--- src/rtl/pll_lock_sequencer.sv ---
// pll_lock_sequencer
//   Supervises the SDRAM-controller 2x PLL from the PLL reference clock:
//   holds the PLL in powerdown, waits for LOCK, qualifies it as stable,
//   then releases the controller reset. Lock timeouts power-cycle the PLL
//   up to MAX_RETRIES times before a sticky failure is declared.
//
// Ports
//   CLK             in   reference clock (same source as the PLL input clock)
//   RESETN          in   asynchronous active-low reset
//   PLL_LOCK        in   PLL lock indicator, asynchronous to CLK
//   RESTART         in   single-cycle request to re-run the full sequence
//   PLL_POWERDOWN_N out  to PLL powerdown input, 0 = powered down
//   SYS_RESETN      out  active-low reset to the SDRAM controller (1 only in RUN)
//   PLL_READY       out  high in RUN
//   PLL_FAIL        out  sticky failure flag (high in FAIL)
//   RETRY_CNT       out  retries used in the current sequence
//   LOSS_CNT        out  lock-loss events seen in RUN, saturating at 255
module pll_lock_sequencer #(
  parameter int unsigned PWRDN_CYCLES        = 16,
  parameter int unsigned LOCK_STABLE_CYCLES  = 256,
  parameter int unsigned LOCK_TIMEOUT_CYCLES = 65535,
  parameter int unsigned MAX_RETRIES         = 3,
  parameter int unsigned CNT_WIDTH           = 16
) (
  input  logic       CLK,
  input  logic       RESETN,
  input  logic       PLL_LOCK,
  input  logic       RESTART,
  output logic       PLL_POWERDOWN_N,
  output logic       SYS_RESETN,
  output logic       PLL_READY,
  output logic       PLL_FAIL,
  output logic [3:0] RETRY_CNT,
  output logic [7:0] LOSS_CNT
);

  typedef enum logic [2:0] {
    ST_PWRDN,
    ST_WAIT_LOCK,
    ST_STABLE,
    ST_RUN,
    ST_FAIL
  } state_e;

  localparam logic [CNT_WIDTH-1:0] PWRDN_LAST   = CNT_WIDTH'(PWRDN_CYCLES - 1);
  localparam logic [CNT_WIDTH-1:0] STABLE_LAST  = CNT_WIDTH'(LOCK_STABLE_CYCLES - 1);
  localparam logic [CNT_WIDTH-1:0] TIMEOUT_LAST = CNT_WIDTH'(LOCK_TIMEOUT_CYCLES - 1);
  localparam logic [3:0]           RETRY_LIMIT  = 4'(MAX_RETRIES);

  logic                 lock_meta_q;
  logic                 lock_s_q;
  state_e               state_q, state_d;
  logic [CNT_WIDTH-1:0] cnt_q, cnt_d;
  logic [3:0]           retry_q, retry_d;
  logic [7:0]           loss_q, loss_d;
  logic                 pdn_n_q, pdn_n_d;
  logic                 sys_resetn_q, sys_resetn_d;
  logic                 ready_q, ready_d;
  logic                 fail_q, fail_d;

  // Two-flop synchroniser for the asynchronous lock indicator.
  always_ff @(posedge CLK or negedge RESETN) begin
    if (!RESETN) begin
      lock_meta_q <= 1'b0;
      lock_s_q    <= 1'b0;
    end else begin
      lock_meta_q <= PLL_LOCK;
      lock_s_q    <= lock_meta_q;
    end
  end

  always_ff @(posedge CLK or negedge RESETN) begin
    if (!RESETN) begin
      state_q      <= ST_PWRDN;
      cnt_q        <= '0;
      retry_q      <= '0;
      loss_q       <= '0;
      pdn_n_q      <= 1'b0;
      sys_resetn_q <= 1'b0;
      ready_q      <= 1'b0;
      fail_q       <= 1'b0;
    end else begin
      state_q      <= state_d;
      cnt_q        <= cnt_d;
      retry_q      <= retry_d;
      loss_q       <= loss_d;
      pdn_n_q      <= pdn_n_d;
      sys_resetn_q <= sys_resetn_d;
      ready_q      <= ready_d;
      fail_q       <= fail_d;
    end
  end

  always_comb begin
    state_d = state_q;
    cnt_d   = cnt_q;
    retry_d = retry_q;
    loss_d  = loss_q;

    if (RESTART) begin
      // Restart overrides every other transition; LOSS_CNT is kept.
      state_d = ST_PWRDN;
      cnt_d   = '0;
      retry_d = '0;
    end else begin
      unique case (state_q)
        ST_PWRDN: begin
          if (cnt_q == PWRDN_LAST) begin
            state_d = ST_WAIT_LOCK;
            cnt_d   = '0;
          end else begin
            cnt_d = cnt_q + CNT_WIDTH'(1);
          end
        end
        ST_WAIT_LOCK: begin
          if (lock_s_q) begin
            state_d = ST_STABLE;
            cnt_d   = '0;
          end else if (cnt_q == TIMEOUT_LAST) begin
            cnt_d = '0;
            if (retry_q == RETRY_LIMIT) begin
              state_d = ST_FAIL;
            end else begin
              state_d = ST_PWRDN;
              retry_d = retry_q + 4'd1;
            end
          end else begin
            cnt_d = cnt_q + CNT_WIDTH'(1);
          end
        end
        ST_STABLE: begin
          if (!lock_s_q) begin
            state_d = ST_WAIT_LOCK;
            cnt_d   = '0;
          end else if (cnt_q == STABLE_LAST) begin
            state_d = ST_RUN;
            cnt_d   = '0;
            retry_d = '0;
          end else begin
            cnt_d = cnt_q + CNT_WIDTH'(1);
          end
        end
        ST_RUN: begin
          if (!lock_s_q) begin
            state_d = ST_WAIT_LOCK;
            cnt_d   = '0;
            if (loss_q != '1) begin
              loss_d = loss_q + 8'd1;
            end
          end
        end
        ST_FAIL: begin
          state_d = ST_FAIL;
        end
        default: begin
          state_d = ST_PWRDN;
          cnt_d   = '0;
        end
      endcase
    end

    // Outputs are registered from the next state so they switch on the
    // same edge as the state register.
    pdn_n_d      = (state_d == ST_WAIT_LOCK) || (state_d == ST_STABLE) || (state_d == ST_RUN);
    sys_resetn_d = (state_d == ST_RUN);
    ready_d      = (state_d == ST_RUN);
    fail_d       = (state_d == ST_FAIL);
  end

  assign PLL_POWERDOWN_N = pdn_n_q;
  assign SYS_RESETN      = sys_resetn_q;
  assign PLL_READY       = ready_q;
  assign PLL_FAIL        = fail_q;
  assign RETRY_CNT       = retry_q;
  assign LOSS_CNT        = loss_q;

endmodule

--- config.mk ---
export PLATFORM = sky130hd
export DESIGN_NAME = pll_lock_sequencer
export DESIGN_NICKNAME = d
export VERILOG_FILES = /design/src/rtl/pll_lock_sequencer.sv
export SDC_FILE = /design/constraint.sdc
export NUM_CORES = 1
export LEC_CHECK = 0
export BUFFER_PORTS_ARGS = -buffer_cell sky130_fd_sc_hd__buf_2
export CORE_ASPECT_RATIO = 1.4
export CORE_MARGIN = 8
export CORE_UTILIZATION = 60
export CTS_BUF_LIST = sky130_fd_sc_hd__clkbuf_4
export DETAILED_ROUTE_END_ITERATION = 8
export GPL_TIMING_DRIVEN = 0
export PLACE_DENSITY = 0.83
export SYNTH_ARGS = -nofsm -noshare
export SYNTH_HDL_FRONTEND = slang
export SYNTH_SLANG_ARGS = --single-unit
--- constraint.sdc ---
create_clock -name CLK -period 2.7 [get_ports CLK]
set_input_delay 0.405 -clock CLK [delete_from_list [all_inputs] [get_ports CLK]]
set_output_delay 0.405 -clock CLK [all_outputs]
set_load 0.01 [all_outputs]
==> results.ini <==
[synthesis]
yosys.area_share.simple_pct = 27.5
synth.cell_area_um2 = 1870
yosys.area.top_type_share_pct = 48.1
yosysSeqAreaShare_pct = 48.1
synth_seq_cells = 36
syn_nets = 195
synth_cells = 187
synth_compound_area_share_pct = 7.81
synth_top_area_cell = dfrtp_1
synth_top_family_by_area = simple AND/OR/NAND/NOR gates
synth_cell_types = 39
syn_avg_cell_area_um2 = 10.0
ys_top_cells_by_area = dfrtp_1, nand4_1, xor2_1
synthAdderAreaFrac_pct = 2.67
ys_warn_count = 0
synth_xor_area_share_pct = 8.41
synthMuxAreaShare_pct = 1.80

[die]
die_w_um = 63.2
row_count = 24
core_um2 = 3060
die_y_um = 82.1
initial_utilization_pct = 61.2
pin_count = 20
die-area_um2 = 5190

[sta]
finalCritPeriodShare_pct = 92.6
tightest_slew_ns = 0.786
slew_violations = 0
setup_tns_ns = 0
fin_ws_ns = 0.201
finalHoldViolCount = 0
fin_crit_ns = 2.50
grt_setup_unrepaired = false
clock.fmax_mhz = 400
setup_viol = 0
maxSlewHeadroom_pct = 47.6
fin_skew_ns = 0.0107

[setup_path]
cp-start-kind = flop
cp-end-kind = flop
worstSetupPathType = reg2reg
worstPathArrival_ns = 2.74
cp_max_fo = 10
cp.required_ns = 2.94

[power]
cellPowerDensity_nw_per_um2 = 518
power_leakage_nw = 0.990
switching_share_pct = 25.6
pwr-share-clk_pct = 35.5
share_comb_of_total_power_pct = 9.3
irDropWorstVdd_mv = 0.429
p_switching_mw = 0.278
internal-power_mw = 0.809
p_seq_share_pct = 55.2

[clocking]
clock_latency_ns = 0.35
cts_tree = done
cts_resized = 0
h-tree-depth = 2
cts_buffers = 5
ctsHoldBuffers = 0
cts_root_buf = clkbuf_4
cts_num_sinks = 36
clk_pin_slew_ns = 0.10
cts_setup_buffers = 0
clockBufferDepth = 2

[global_routing]
grt-ovfl-total = 0
grt_pass1_wl_mm = 7.04
grt_max_degree = 37
grtUsageTotal_pct = 17.1
grt_pass1_vias = 1617
antenna_found_initial = 0

[layout]
fin_util_pct = 68.5
drive_above_1_share_pct = 19.2
nets = 221
stdcell_count = 253
diodes = 0
area_growth_pct = 11.9
fin_area_um2 = 2100

[place]
dp.cells = 245
place_area_um2 = 2020
dpl.hpwl_mm = 3.04
io_buffers = 19
gp_congestion = 0.880
place_ws_ns = 0.264

[run]
max-cap-violations = 0

[status]
status = completed

[detailed_routing]
postRouteAntennaNets = 0
viasPerCell = 6.22
finalWirelength_mm = 4.10
remaining_drc_errors = 0
wl_per_cell_um = 16.2
drt_pass1_iterations = 4
via_count = 1574
dr.first_iter.drc_count = 62

[min_path]
hp-class = in2async

kinds of logic after synthesis:
| logic type | after synthesis |
|---|---|
| adders and majority gates | 4 |
| muxes | 3 |
| xor gates and xnor gates | 18 |
| and+or+nand+nor | 89 |
| DFF | 36 |
| buffers and inverters | 14 |
| AOI/OAI and AO/OA | 23 |
cell type report:
type                       instances  area [µm²]
timing repair buffer              19        95.1
tap                               39        48.8
buffer                            11        58.8
clock inverter                     2        35.0
multi-input combinational        137         903
sequential                        36         901
clock buffer                       6        45.0
inverter                           3        11.3
fill                             260         965
path summary, 6_finish.rpt:
kind | from | endpoint | slack (ns) | cells after the start
min reg2reg | lock_meta_q | lock_s_q | 0.39 | 0
max in group asynchronous | RESETN | cnt_q[5] | 2.08 | 1
min | RESETN | RETRY_CNT[2] | 0.12 | 1
max reg2reg | cnt_q[8] | cnt_q[6] | 0.20 | 6
min in group CLK | PLL_LOCK | lock_meta_q | 0.15 | 1
max | cnt_q[8] | cnt_q[6] | 0.20 | 6
cells in the mapped netlist (all sizes together):
library cell and instances:
and2 2, o211ai 1, a21oi 8, a32o 1
or4b 1, ha 4, nor4 7, nor2 22
clkbuf 6, o21ai 7, xnor2 7, and4 3
a211oi 2, dfrtp 36, nand3 10, a31oi 1
o211a 1, mux2 3, or3 1, and4bb 1
nand2 5, nand4b 1, a41o 1, nand2b 2
and3 2, nor3 9, buf 5, inv 3
or3b 1, nand4 17, nor2b 2, xor2 11
a21o 1, nor3b 3
power groups by stage:
stage / Clock (mW) / Sequential, mW / Combinational [mW]
6_report: 0.386 / 0.600 / 0.101
5_1_grt: 0.410 / 0.603 / 0.114
4_1_cts: 0.391 / 0.598 / 0.104
3_5_place_dp: 0 / 0.608 / 0.103
3_3_place_gp: 0 / 0.605 / 0.0904
2_1_floorplan: 0 / 0.604 / 0.0587
placed cells by master, fill, tap and decap left out, drive strengths merged, types with 4 or more instances in the layout:
master  netlist  final
nand3        10     10
dfrtp        36     36
o21ai         7      7
nor4          7      7
nand2         5      5
clkbuf        6     12
a21oi         8      8
xnor2         7      7
nor2         22     22
xor2         11     11
ha            4      4
nand4        17     17
nor3          9      9
buf           5     24
sequential cells by signal, indices dropped and copies added (netlist names):
| name | cells |
|---|---|
| lock_meta_q | 1 |
| PLL_READY | 1 |
| LOSS_CNT | 8 |
| PLL_FAIL | 1 |
| PLL_POWERDOWN_N | 1 |
| state_q | 3 |
| lock_s_q | 1 |
| RETRY_CNT | 4 |
| cnt_q | 16 |
per-stage QoR:
step           power (mW)  hold WS, ns
4_1_cts              1.09        0.138
3_3_place_gp        0.695        0.334
5_1_grt              1.13        0.144
6_report             1.09        0.124
3_5_place_dp        0.711        0.366
2_1_floorplan       0.662        0.109
worst max-delay path: stages (launching register included):
cell      delay, ns
dfrtp_1        0.46
nor4_1         0.61
nand4_1        0.28
a32o_1         0.31
a211oi_2       0.42
buf_4          0.25
nor2_1         0.06
metal layers:
metal	vias up	GRT usage (%)	routed length (µm)
li1	736	-	-
met1	774	16.5	1520
met2	47	31.1	2240
met3	17	4.86	197
met4	0	12.1	141
met5	-	0	0
Note: power is estimated with default switching activity, not from simulation.
